## src/rtl/cache_controller_if.sv

```systemverilog
// Pipeline/memory bus of the direct-mapped cache controller.
// slave = the controller; master = the pipeline and memory side that drives it.
interface cache_controller_if;
  logic        memRead;
  logic        memWrite;
  logic [31:0] addr;
  logic        stall;
  logic        hit;
  logic [3:0]  cacheIndex;
  logic        cacheWe;
  logic        cacheSrcSel;
  logic        memReq;
  logic        memWe;
  logic [31:0] memAddr;
  logic        memAck;

  modport slave (
    input  memRead, memWrite, addr, memAck,
    output stall, hit, cacheIndex, cacheWe, cacheSrcSel, memReq, memWe, memAddr
  );

  modport master (
    output memRead, memWrite, addr, memAck,
    input  stall, hit, cacheIndex, cacheWe, cacheSrcSel, memReq, memWe, memAddr
  );
endinterface

```

## src/rtl/cache_controller.sv

```systemverilog
// Direct-mapped 16 x 1-word write-through, no-write-allocate cache controller.
// Define CACHE_STATS_EN to add saturating hitCount/missCount outputs.
module cache_controller (
  input  logic              clk,
  input  logic              rstN,
  cache_controller_if.slave bus
`ifdef CACHE_STATS_EN
  ,
  output logic [15:0]       hitCount,
  output logic [15:0]       missCount
`endif
);

  typedef enum logic [1:0] {IDLE, RD_REQ, FILL, WR_REQ} state_t;

  state_t      state_q, state_d;
  logic [15:0] valid_q;
  logic [25:0] tag_q [16];
  logic        wr_hit_q, wr_hit_d;

  logic [3:0]  idx;
  logic [25:0] tag_in;
  logic        lookup;
  logic        unused_addr_bits;

  logic stall, hit, cache_we, cache_src_sel, mem_req, mem_we;

  assign idx              = bus.addr[5:2];
  assign tag_in           = bus.addr[31:6];
  assign lookup           = valid_q[idx] && (tag_q[idx] == tag_in);
  assign unused_addr_bits = ^bus.addr[1:0];

  always_comb begin
    state_d       = state_q;
    wr_hit_d      = wr_hit_q;
    stall         = 1'b0;
    hit           = 1'b0;
    cache_we      = 1'b0;
    cache_src_sel = 1'b0;
    mem_req       = 1'b0;
    mem_we        = 1'b0;
    // Outputs are forced quiet while reset is held, even with a request pending.
    if (rstN) begin
      unique case (state_q)
        IDLE: begin
          if (bus.memWrite) begin
            hit      = lookup;
            stall    = 1'b1;
            wr_hit_d = lookup;
            state_d  = WR_REQ;
          end else if (bus.memRead) begin
            hit = lookup;
            if (!lookup) begin
              stall   = 1'b1;
              state_d = RD_REQ;
            end
          end
        end
        RD_REQ: begin
          mem_req = 1'b1;
          stall   = 1'b1;
          if (bus.memAck) state_d = FILL;
        end
        FILL: begin
          cache_we      = 1'b1;
          cache_src_sel = 1'b1;
          stall         = 1'b1;
          state_d       = IDLE;
        end
        WR_REQ: begin
          mem_req = 1'b1;
          mem_we  = 1'b1;
          stall   = !bus.memAck;
          if (bus.memAck) begin
            cache_we = wr_hit_q;
            state_d  = IDLE;
          end
        end
        default: state_d = IDLE;
      endcase
    end
  end

  always_ff @(posedge clk or negedge rstN) begin
    if (!rstN) begin
      state_q  <= IDLE;
      valid_q  <= 16'h0000;
      wr_hit_q <= 1'b0;
    end else begin
      state_q  <= state_d;
      wr_hit_q <= wr_hit_d;
      if (state_q == FILL) valid_q[idx] <= 1'b1;
    end
  end

  always_ff @(posedge clk) begin
    if (rstN && state_q == FILL) tag_q[idx] <= tag_in;
  end

  assign bus.stall       = stall;
  assign bus.hit         = hit;
  assign bus.cacheIndex  = idx;
  assign bus.cacheWe     = cache_we;
  assign bus.cacheSrcSel = cache_src_sel;
  assign bus.memReq      = mem_req;
  assign bus.memWe       = mem_we;
  assign bus.memAddr     = {bus.addr[31:2], 2'b00};

`ifdef CACHE_STATS_EN
  logic [15:0] hit_cnt_q, miss_cnt_q;
  logic        refill_q;
  logic        new_access;

  // The cycle after FILL re-presents the same load; it must not count again.
  assign new_access = rstN && state_q == IDLE && (bus.memRead || bus.memWrite) && !refill_q;

  always_ff @(posedge clk or negedge rstN) begin
    if (!rstN) begin
      hit_cnt_q  <= 16'h0000;
      miss_cnt_q <= 16'h0000;
      refill_q   <= 1'b0;
    end else begin
      refill_q <= (state_q == FILL);
      if (new_access && lookup && hit_cnt_q != 16'hFFFF) hit_cnt_q <= hit_cnt_q + 16'd1;
      if (new_access && !lookup && miss_cnt_q != 16'hFFFF) miss_cnt_q <= miss_cnt_q + 16'd1;
    end
  end

  assign hitCount  = hit_cnt_q;
  assign missCount = miss_cnt_q;
`endif

endmodule

```

## src/flat_wrapper.sv

```systemverilog
// flat-port wrapper written by rule: the top's interface ports become plain ports
module cache_controller_flat 
  (clk, rstN, bus_memRead, bus_memWrite, bus_addr, bus_memAck, bus_stall, bus_hit, bus_cacheIndex, bus_cacheWe, bus_cacheSrcSel, bus_memReq, bus_memWe, bus_memAddr);
  cache_controller_if bus_i ();
  input  logic clk;
  input  logic rstN;
  input wire logic [$bits(bus_i.memRead)-1:0] bus_memRead;
  input wire logic [$bits(bus_i.memWrite)-1:0] bus_memWrite;
  input wire logic [$bits(bus_i.addr)-1:0] bus_addr;
  input wire logic [$bits(bus_i.memAck)-1:0] bus_memAck;
  output wire logic [$bits(bus_i.stall)-1:0] bus_stall;
  output wire logic [$bits(bus_i.hit)-1:0] bus_hit;
  output wire logic [$bits(bus_i.cacheIndex)-1:0] bus_cacheIndex;
  output wire logic [$bits(bus_i.cacheWe)-1:0] bus_cacheWe;
  output wire logic [$bits(bus_i.cacheSrcSel)-1:0] bus_cacheSrcSel;
  output wire logic [$bits(bus_i.memReq)-1:0] bus_memReq;
  output wire logic [$bits(bus_i.memWe)-1:0] bus_memWe;
  output wire logic [$bits(bus_i.memAddr)-1:0] bus_memAddr;
  assign bus_i.memRead = bus_memRead;
  assign bus_i.memWrite = bus_memWrite;
  assign bus_i.addr = bus_addr;
  assign bus_i.memAck = bus_memAck;
  assign bus_stall = bus_i.stall;
  assign bus_hit = bus_i.hit;
  assign bus_cacheIndex = bus_i.cacheIndex;
  assign bus_cacheWe = bus_i.cacheWe;
  assign bus_cacheSrcSel = bus_i.cacheSrcSel;
  assign bus_memReq = bus_i.memReq;
  assign bus_memWe = bus_i.memWe;
  assign bus_memAddr = bus_i.memAddr;
  cache_controller u_core (.clk(clk), .rstN(rstN), .bus(bus_i));
endmodule
```

## config.mk

```make
export PLATFORM = sky130hd
export DESIGN_NAME = cache_controller_flat
export DESIGN_NICKNAME = d
export VERILOG_FILES = /design/src/rtl/cache_controller_if.sv /design/src/rtl/cache_controller.sv /design/src/flat_wrapper.sv
export SDC_FILE = /design/constraint.sdc
export NUM_CORES = 1
export LEC_CHECK = 0
export CORE_MARGIN = 8
export CORE_UTILIZATION = 63
export DETAILED_ROUTE_END_ITERATION = 8
export PLACE_DENSITY = 0.82
export SYNTH_ARGS = -nofsm -noshare
export SYNTH_HDL_FRONTEND = slang
export SYNTH_SLANG_ARGS = --single-unit
```

## constraint.sdc

```tcl
create_clock -name clk -period 5.51 [get_ports clk]
set_input_delay 1.102 -clock clk [delete_from_list [all_inputs] [get_ports clk]]
set_output_delay 1.102 -clock clk [all_outputs]
set_load 0.005 [all_outputs]
```

# Word-level counts from Yosys, hierarchy flattened
# Memories as Yosys holds them, arrays and structs flattened.
# Index checks and enable logic that the tools add are counted.
[word_totals]
ff_bits = 19
input_bits = 37
wordCells = 54
ram_bits = 416
output_inout_bits = 42
memories = 1
[mem_list]
columns = ["memory", "depth", "width", "rd", "rd_ports_with_merged_regs", "write_ports", "line", "rtl"]
rows = [
  ["u_core.tag_q", 16, 26, 1, 0, 1, "cache_controller.sv:18", "logic [25:0] tag_q [16];"],
]
[classes]
n_reduce_logical = 9
n_lt_le_gt_ge = 2
n_bitwise = 1
eq_ne = 8
n_mux = 30
[op_table]
columns = ["cell", "n"]
rows = [
  ["$eq A26 B26 Y1", 1],
  ["$mux W1", 20],
  ["$or A16 B16 Y16", 1],
  ["$mux W2", 5],
  ["$pmux W2 S4", 1],
  ["$ne A3 B3 Y1 const B", 2],
  ["$lt A4 B5 Y1 const B", 1],
  ["$reduce_and A5 Y1", 1],
  ["$bmux W1 S4", 1],
  ["$demux W1 S4", 1],
  ["$eq A2 B2 Y1 const B", 2],
  ["$ge A4 B1 Y1 const B", 1],
  ["$ne A2 B2 Y1 const B", 2],
  ["$reduce_or A2 Y1", 2],
  ["$logic_and A1 B1 Y1", 3],
  ["$pmux W1 S3", 1],
  ["$reduce_and A3 Y1", 1],
  ["$eq A2 B1 Y1 const B", 1],
  ["$logic_not A2 Y1", 1],
  ["$pmux W1 S2", 1],
  ["$logic_not A1 Y1", 1],
]

# Logic depth before layout (Yosys ltp)
# Gate-level depths: netlist (run 1).
[depth]
ltp_word = 8
mapped_depth = 12
mapped_depth_nobuf = 8

# Worst setup path before layout (run 1)
# Ideal clock, no wire load.
[synth_timing]
path_type = "input-to-output"
startpoint = "input port bus_addr[3]"
endpoint = "output port bus_stall"
required_time_ns = 4.408
slack_ns = 1.153
n_path_buf = 2
cell_stages = 10
arrival_ns = 3.255
path_cell_list = "buf_2 > buf_2 > mux4_2 > xor2_1 > a311oi_1 > a21oi_1 > o41a_1 > nor4_4 > a31o_1 > a31oi_1"
[synth_via]
elab_chain_len = 8
word_cells_on_any_way = 10
classes_between = "eq/ne: 1; mux: 7; reduce/logical: 1; memory: 1"
[synth_rtl]
columns = ["element", "line", "rtl"]
rows = [
  ["from (decl)", "flat_wrapper.sv:9", "input wire logic [$bits(bus_i.addr)-1:0] bus_addr;"],
  ["$mem_v2 Z16 W26 or $bmux W1 S4 (tied branches)", "--", ""],
  ["$eq A26 B26 Y1 or $mux W1 (tied branches)", "cache_controller.sv:30", "assign lookup = valid_q[idx] && (tag_q[idx] == tag_in);"],
  ["$logic_and A1 B1 Y1 (*)", "cache_controller.sv:30", ""],
  ["$mux W1 (*)", "cache_controller.sv:53", "if (!lookup) begin"],
  ["$mux W1 (*)", "cache_controller.sv:51", "end else if (bus.memRead) begin"],
  ["$mux W1 (*)", "cache_controller.sv:46", "if (bus.memWrite) begin"],
  ["$pmux W1 S3 (*)", "cache_controller.sv:44", "unique case (state_q)"],
  ["$mux W1 (*)", "cache_controller.sv:43", "if (rstN) begin"],
  ["to (decl)", "flat_wrapper.sv:11", "output wire logic [$bits(bus_i.stall)-1:0] bus_stall;"],
]
# Every way passes the cells marked *; elsewhere a longest branch is shown, timed or not. The select of a mux whose other input is x is not followed.

# Worst setup path in the final report (run 1)
[layout_timing]
startpoint = "input port bus_addr[5]"
endpoint = "output port bus_hit"
[layout_via]
elab_chain_len = 7
word_cells_on_any_way = 9
classes_between = "eq/ne: 1; mux: 6; reduce/logical: 1; memory: 1"
[layout_rtl]
columns = ["element", "line", "rtl"]
rows = [
  ["$mem_v2 Z16 W26 or $bmux W1 S4 (tied branches)", "--", ""],
  ["$eq A26 B26 Y1 or $mux W1 (tied branches)", "cache_controller.sv:30", ""],
  ["$logic_and A1 B1 Y1 (*)", "cache_controller.sv:30", ""],
  ["$mux W1", "cache_controller.sv:51", ""],
  ["$mux W1 (*)", "cache_controller.sv:46", ""],
  ["$mux W1 (*)", "cache_controller.sv:44", ""],
  ["$mux W1 (*)", "cache_controller.sv:43", ""],
  ["to (decl)", "flat_wrapper.sv:12", "output wire logic [$bits(bus_i.hit)-1:0] bus_hit;"],
]
# Marks and branches as above.

==> results.rst, run 1 <==
.. list-table::
   :header-rows: 1

   * - Metric
     - Value
   * - Status
     - completed
   * - End-of-flow core utilization
     - 0.7293
   * - Hold Crit Class
     - register to register
   * - Slew margin rel.
     - 0.1845
   * - Number of antenna cells inserted
     - 0
   * - Routed via count
     - 9680
   * - GR Util met3
     - 0.04982
   * - Number of violations reported at the end of detailed-routing iteration 0
     - 1143
   * - DRC Markers
     - 0
   * - DIE WIDTH
     - 184.9 µm
   * - Count of warnings emitted by yosys
     - 0
   * - Number of instances in the synthesized netlist
     - 933
   * - Post-Place Cells
     - 1381
   * - Clock slew seen by the registers of the worst setup and hold paths
     - 60 ps
   * - Number of levels in the clock H-tree
     - 2
   * - Initial Util
     - 0.6333
   * - Top cell type's share of synthesized area
     - 0.6948
   * - Number of distinct library cells after synthesis
     - 63
   * - Placed instance area
     - 19380 µm²
   * - Std cell rows
     - 62
   * - Number of register bits inferred by synthesis
     - 435
   * - Overflow left after global routing
     - 0
   * - Final worst clock skew
     - 12.82 ps
   * - Top area cells in the synthesized netlist
     - edfxtp_1 (69%), mux4_2 (11%), mux2i_1 (3.3%), dfrtp_1 (2.6%), buf_4 (1.7%)
   * - Netlist area before placement
     - 17980 µm²
   * - Pin count of the biggest net entering global routing
     - 33
   * - Met2 track demand over resource in global routing
     - 0.4127
   * - Hold bufs inserted after CTS
     - 0
   * - Worst-Margin Slew
     - 1220 ps
   * - Arrival time worst endpoint
     - 4280 ps
   * - Startpoint class of the critical path
     - input port
   * - Worst reg2reg setup slack
     - 2610 ps
   * - Kind of critical path
     - input port to output port
   * - Minimum clock period
     - 5383 ps
   * - Total half-perimeter wirelength after legalization and detailed placement
     - 25.03 mm
   * - Fraction of met1 tracks used by global routing
     - 0.3376
   * - Most heavily used metal layer in global routing
     - met2
   * - Required time worst endpoint
     - 4410 ps
   * - Simple-Gate Fraction of Synth Area
     - 0.02610
   * - Parity-gate share of the synthesized area counting xor and xnor cells
     - 0.01510
   * - Combined global-route utilization of all metal layers
     - 0.2528
   * - Peak ir drop on the vdd network
     - 0.3014 mV
   * - Antenna-violating nets left
     - 0
   * - Worst-case clock buffer depth
     - 3
   * - Root buffer cell
     - clkbuf_16
   * - Top FF cell, synth
     - edfxtp_1
   * - Pleak
     - 0.006822 µW
   * - Max capacitance violation total
     - 0
   * - Adder-cell share of the synthesized area
     - 0.002784
   * - Worst-Skew Late Latency
     - 530 ps
   * - Fin area
     - 20710 µm²
   * - Setup TNS
     - 0 ps
   * - Pwr dens
     - 348.2 nW/µm²
   * - Final nets
     - 1082
   * - First-pass detailed-route iteration total
     - 5
   * - Number of antenna violations at the first check in global routing
     - 1
   * - Die Y
     - 184.9 µm
   * - Post CTS Setup Buffer Count
     - 0
   * - EDFF count, synth
     - 416
   * - Via count of the first global-routing pass
     - 10050
   * - Combinational family with the most area after synthesis
     - multiplexers
   * - Non-Filler Instances
     - 1457
   * - Number of slew-limit violations in the final report
     - 0
   * - Final setup viols
     - 0
   * - Unrepaired setup endpoints after global routing
     - no
   * - DR WL/cell
     - 29.09 µm
   * - Port bufs
     - 74
   * - CTS tree
     - built
   * - Placeable Area
     - 28390 µm²
   * - Crit-path max FO
     - 29
   * - Layout cells sized above 1
     - 0.2395
   * - Mux cell area share after synthesis
     - 0.1583
   * - Number of primary I/O pins
     - 79
   * - Number of buffers created by CTS
     - 42
   * - Critical path capture point type
     - output port
   * - Number of hold violations in the final report
     - 0
   * - Share of flip-flops with an asynchronous set or reset
     - 0.04368
   * - DIE AREA
     - 34200 µm²
   * - Number of vias per cell
     - 6.644
   * - Avg Inst Size Synth
     - 19.27 µm²
   * - Compound-Gate Fraction of Synth Area
     - 0.04175
   * - Fin crit share
     - 0.9769
   * - Post-synthesis sequential area ratio
     - 0.7212
   * - Peak clock frequency supported by timing
     - 185.8 MHz
   * - GPL Wtd Cong
     - 0.8590
   * - Global-route wire length before repair
     - 63.11 mm
   * - Area grow syn2layout
     - 15.17%
   * - Biggest area consumer among synthesized cells
     - edfxtp_1
   * - Number of clock sinks seen by CTS
     - 435
   * - Routed wire length
     - 42.38 mm
critical path: stages:
cell and delay (ps):
buf_4 420, inv_2 370, mux4_2 560, xnor2_2 210, nand4_1 270, a2111oi_4 480
nand3_1 160, nor2_1 130, clkdlybuf4s50_1 510
metal layers:
layer  vias up  part of all wire
met5         -           0.00026
met4         2             0.033
met3       115             0.098
met2       621              0.49
met1      4955              0.38
li1       3987                 -
state kept, by name (all words and copies together) (netlist names):
name and count:
u_core.tag_q 416, u_core.valid_q 16, u_core.state_q 2, u_core.wr_hit_q 1
what timing repair did:
action                                  4_1_cts  5_1_grt
pin swaps                                     1        3
endpoints found under the setup margin        1        2
gates resized for setup                       0        5
hold endpoints to repair                      0        0
synthesized netlist by cell type, drive strengths merged, types with 10 or more instances:
cell / count
edfxtp: 416
mux4: 91
buf: 69
mux2i: 59
nor2: 40
xnor2: 24
dfrtp: 19
inv: 18
mux2: 18
nand2: 16
o21bai: 16
o21ai: 12
nand3: 10
nor3: 10
worst paths after layout:
kind / to / start / cells past startpoint
min: u_core.valid_q[11]$_DFFE_PN0N_ / u_core.valid_q[11]$_DFFE_PN0N_ / 1
max reg2reg: u_core.tag_q[11][2]$_DFFE_PP_ / u_core.state_q[0]$_DFFE_PN0P_ / 5
min in group asynchronous: u_core.state_q[0]$_DFFE_PN0P_ / rstN / 2
max in group asynchronous: u_core.valid_q[8]$_DFFE_PN0N_ / rstN / 2
min reg2reg: u_core.valid_q[11]$_DFFE_PN0N_ / u_core.valid_q[11]$_DFFE_PN0N_ / 1
max: bus_hit / bus_addr[5] / 9
cells by family after synthesis:
family | count (synthesis)
simple gates | 99
mux | 168
buf+inv | 97
fa+ha+maj | 4
flops | 435
other cells | 1
compound gates | 98
xor+xnor | 31
stage by stage:
stage | total power, µW | hold WS [ps] | worst slack (ps)
6_report | 7211 | 473.3 | 127.2
5_1_grt | 7399 | 482.3 | 5.022
4_1_cts | 7219 | 475.9 | 2.840
3_5_place_dp | 4541 | 459.1 | 47.79
3_3_place_gp | 4513 | 452.4 | 70.84
2_1_floorplan | 4252 | 437.7 | 1153
layout make-up:
class,instances,area [µm²]
Clock inverter,14,92.59
Inverter,20,75.07
Multi-Input combinational cell,402,4531
Timing Repair Buffer,140,1354
Tap cell,384,480.5
Fill cell,1631,7685
Clock buffer,62,1207
Sequential cell,435,12970
cell usage in the layout, fill, tap and decap left out, types with 4 or more instances in the layout:
cell type	count
a21oi_1	7
a22oi_1	8
a31oi_1	4
buf_12	10
buf_4	59
clkbuf_1	13
clkbuf_16	43
clkbuf_8	6
clkdlybuf4s50_1	71
clkinv_1	10
dfrtp_1	19
edfxtp_1	416
ha_1	4
inv_1	17
mux2_2	18
mux2i_1	57
mux4_2	90
nand2_1	16
nand3_1	10
nor2_1	24
nor2_4	16
nor2b_1	7
nor3_1	10
o211ai_1	5
o21ai_0	9
o21bai_1	16
o22ai_1	7
o31ai_1	4
xnor2_1	23
xor2_1	7
report_power, final:
part	internal, µW	switching, µW
Sequential	3730	47.0
Clock	1560	1160
Combinational	328	382
Total	5620	1590
Note: power is estimated with default switching activity, not from simulation.
==> run 2: changes to the inputs <==
--- a/config.mk
+++ b/config.mk
@@ -7,6 +7,7 @@
 export LEC_CHECK = 0
 export CORE_MARGIN = 8
 export CORE_UTILIZATION = 63
+export CTS_CLUSTER_SIZE = 8
 export DETAILED_ROUTE_END_ITERATION = 8
 export PLACE_DENSITY = 0.82
 export SYNTH_ARGS = -nofsm -noshare
==> results.rst, run 2 (synthesized netlist as in run 1, its figures left out) <==
.. list-table::
   :header-rows: 1

   * - Metric
     - Value
   * - Startpoint class of the critical path
     - input port (unchanged)
   * - Antenna-violating nets left
     - 0 (unchanged)
   * - Placeable Area
     - 28390 µm² (unchanged)
   * - Pwr dens
     - 369.4 nW/µm² (was 348.2 nW/µm²)
   * - Number of antenna violations at the first check in global routing
     - 0 (was 1)
   * - Arrival time worst endpoint
     - 4360 ps (was 4280 ps)
   * - Number of slew-limit violations in the final report
     - 0 (unchanged)
   * - Worst-Skew Late Latency
     - 590 ps (was 530 ps)
   * - DIE WIDTH
     - 184.9 µm (unchanged)
   * - DR top layer
     - met4 (was met5)
   * - Peak clock frequency supported by timing
     - 183.2 MHz (was 185.8 MHz)
   * - Routed wire length
     - 44.49 mm (was 42.38 mm)
   * - CTS tree
     - built (unchanged)
   * - Clock slew seen by the registers of the worst setup and hold paths
     - 50 ps (was 60 ps)
   * - Fin crit share
     - 0.9906 (was 0.9769)
   * - DIE AREA
     - 34200 µm² (unchanged)
   * - Most common cell after layout, fill and taps aside
     - edfxtp_1 (unchanged)
   * - Root buffer cell
     - clkbuf_16 (unchanged)
   * - Pin count of the biggest net entering global routing
     - 33 (unchanged)
   * - Status
     - completed (unchanged)
   * - Setup slack at placement
     - 47.79 ps (unchanged)
   * - Std cell rows
     - 62 (unchanged)
   * - Worst-Margin Slew
     - 1303 ps (was 1220 ps)
   * - GPL Wtd Cong
     - 0.8590 (unchanged)
   * - Final nets
     - 1107 (was 1082)
   * - Number of violations reported at the end of detailed-routing iteration 0
     - 1272 (was 1143)
   * - Number of primary I/O pins
     - 79 (unchanged)
   * - Kind of critical path
     - input port to output port (unchanged)
   * - Overflow left after global routing
     - 0 (unchanged)
   * - Routed via count
     - 10090 (was 9680)
   * - Number of clock sinks seen by CTS
     - 435 (unchanged)
   * - Number of buffers created by CTS
     - 60 (was 42)
   * - Final setup viols
     - 0 (unchanged)
   * - Initial Util
     - 0.6333 (unchanged)
   * - DRC Markers
     - 0 (unchanged)
   * - Peak ir drop on the vdd network
     - 0.3315 mV (was 0.3014 mV)
   * - Detailed route wirelength on metal3
     - 4.932 mm (was 4.157 mm)
   * - Number of levels in the clock H-tree
     - 2 (unchanged)
   * - DR WL/cell
     - 30.18 µm (was 29.09 µm)
   * - Critical path capture point type
     - output port (unchanged)
   * - Hold Crit Class
     - register to register (unchanged)
   * - Layout cells sized above 1
     - 0.2486 (was 0.2395)
   * - Via count of the first global-routing pass
     - 10410 (was 10050)
   * - Area grow syn2layout
     - 17.46% (was 15.17%)
   * - Unrepaired setup endpoints after global routing
     - no (unchanged)
   * - Minimum clock period
     - 5458 ps (was 5383 ps)
   * - First-pass detailed-route iteration total
     - 6 (was 5)
   * - Registers with the most flip-flops
     - u_core.tag_q: 416 flops, u_core.valid_q: 16 flops, u_core.state_q: 2 flops (unchanged)
   * - Final worst clock skew
     - 17.27 ps (was 12.82 ps)
   * - Pleak
     - 0.007016 µW (was 0.006822 µW)
   * - Global-route wire length before repair
     - 65.75 mm (was 63.11 mm)
   * - Flip-flop count of the largest register, all copies and words added
     - 416 (unchanged)
   * - Detailed-route wire length on metal 1
     - 16.32 mm (was 15.94 mm)
   * - Port bufs
     - 74 (unchanged)
   * - Setup TNS
     - 0 ps (unchanged)
   * - Max capacitance violation total
     - 0 (unchanged)
   * - Required time worst endpoint
     - 4410 ps (about the same)
   * - Number of hold violations in the final report
     - 0 (unchanged)
   * - Total half-perimeter wirelength after legalization and detailed placement
     - 25.03 mm (unchanged)
   * - Leading cell types in the layout, fill and taps excluded
     - edfxtp_1 (416), mux4_2 (90), clkdlybuf4s50_1 (71), buf_4 (66), clkbuf_16 (61) (was edfxtp_1 (416), mux4_2 (90), clkdlybuf4s50_1 (71), buf_4 (59), mux2i_1 (57))
   * - Number of vias per cell
     - 6.842 (was 6.644)
   * - Number of antenna cells inserted
     - 0 (unchanged)
   * - Die Y
     - 184.9 µm (unchanged)
   * - Combined global-route utilization of all metal layers
     - 0.2643 (was 0.2528)
   * - Slew margin rel.
     - 0.1295 (was 0.1845)
   * - Least setup slack across all paths after layout
     - 51.91 ps (was 127.2 ps)
   * - Worst-case clock buffer depth
     - 3 (unchanged)
   * - Register with the most flip-flops
     - u_core.tag_q (unchanged)
   * - Metal2 WL
     - 21.27 mm (was 20.85 mm)
   * - Final Hold Slack
     - 472.3 ps (was 473.3 ps)
   * - Crit-path max FO
     - 21 (was 29)
[run 2: cell count changes in the layout (fill, tap and decap cells not counted), moves of 3 or more]
cell and change:
clkbuf_8 -6, clkbuf_16 +18, clkinv_1 -8, buf_4 +7, clkinv_2 -3, clkbuf_1 +9
[run 2: worst max-delay path, cell delays in order]
cell,delay [ps]
buf_12,200
buf_12,220
mux4_2,520
mux4_2,490
xnor2_1,230
o211ai_1,270
a2111oi_4,500
nand3_1,170
nor2_1,130
clkdlybuf4s50_1,510
[run 2: cell type report]
type / count / area (µm²)
clock buffer: 83 / 1609
inverter: 20 / 75.07
sequential: 435 / 12970
timing repair buffer: 147 / 1414
clock inverter: 3 / 53.80
tap: 384 / 480.5
fill: 1599 / 7273
multi-input combinational: 402 / 4519
[run 2: per-layer routing]
layer  vias up  GRT usage
met5         -   0.002959
met4         0     0.1165
met3       168    0.05963
met2       800     0.4198
met1      5095     0.3502
li1       4022          -
[run 2: where the power goes]
group          switching (µW)  total [µW]  internal (µW)  leakage (µW)
clock network            1310        3300           1990      0.000796
registers                47.0        3780           3740       0.00397
logic                     389         719            331       0.00225
[run 2: worst paths after layout]
path / end / start / slack [ps] / cells past startpoint
worst max-delay path: bus_hit / bus_addr[2] / 50 / 10
worst min-delay path: u_core.valid_q[6]$_DFFE_PN0N_ / u_core.valid_q[6]$_DFFE_PN0N_ / 470 / 1
worst max register to register: u_core.tag_q[10][13]$_DFFE_PP_ / u_core.state_q[0]$_DFFE_PN0P_ / 2580 / 5
worst min register to register: u_core.valid_q[6]$_DFFE_PN0N_ / u_core.valid_q[6]$_DFFE_PN0N_ / 470 / 1
max in group asynchronous: u_core.valid_q[2]$_DFFE_PN0N_ / rstN / 4350 / 2
min in group asynchronous: u_core.valid_q[14]$_DFFE_PN0N_ / rstN / 900 / 2
[run 2: metrics by stage]
stage                     cell area [µm²]  total power, µW  instances    util
after global routing                21120             8000       1474  0.7438
after detailed placement            19380             4541       1381  0.6827
after CTS                           21050             7803       1467  0.7413
after floorplan                     17980             4252        934       -
final                               21120             7801       1474  0.7438
after global placement              19380             4513       1381  0.6827
[run 2: timing repair]
item,4_1_cts,5_1_grt
setup endpoints to repair,0,2
buffers inserted,0,7
hold buffers,0,0
resized for setup,0,4
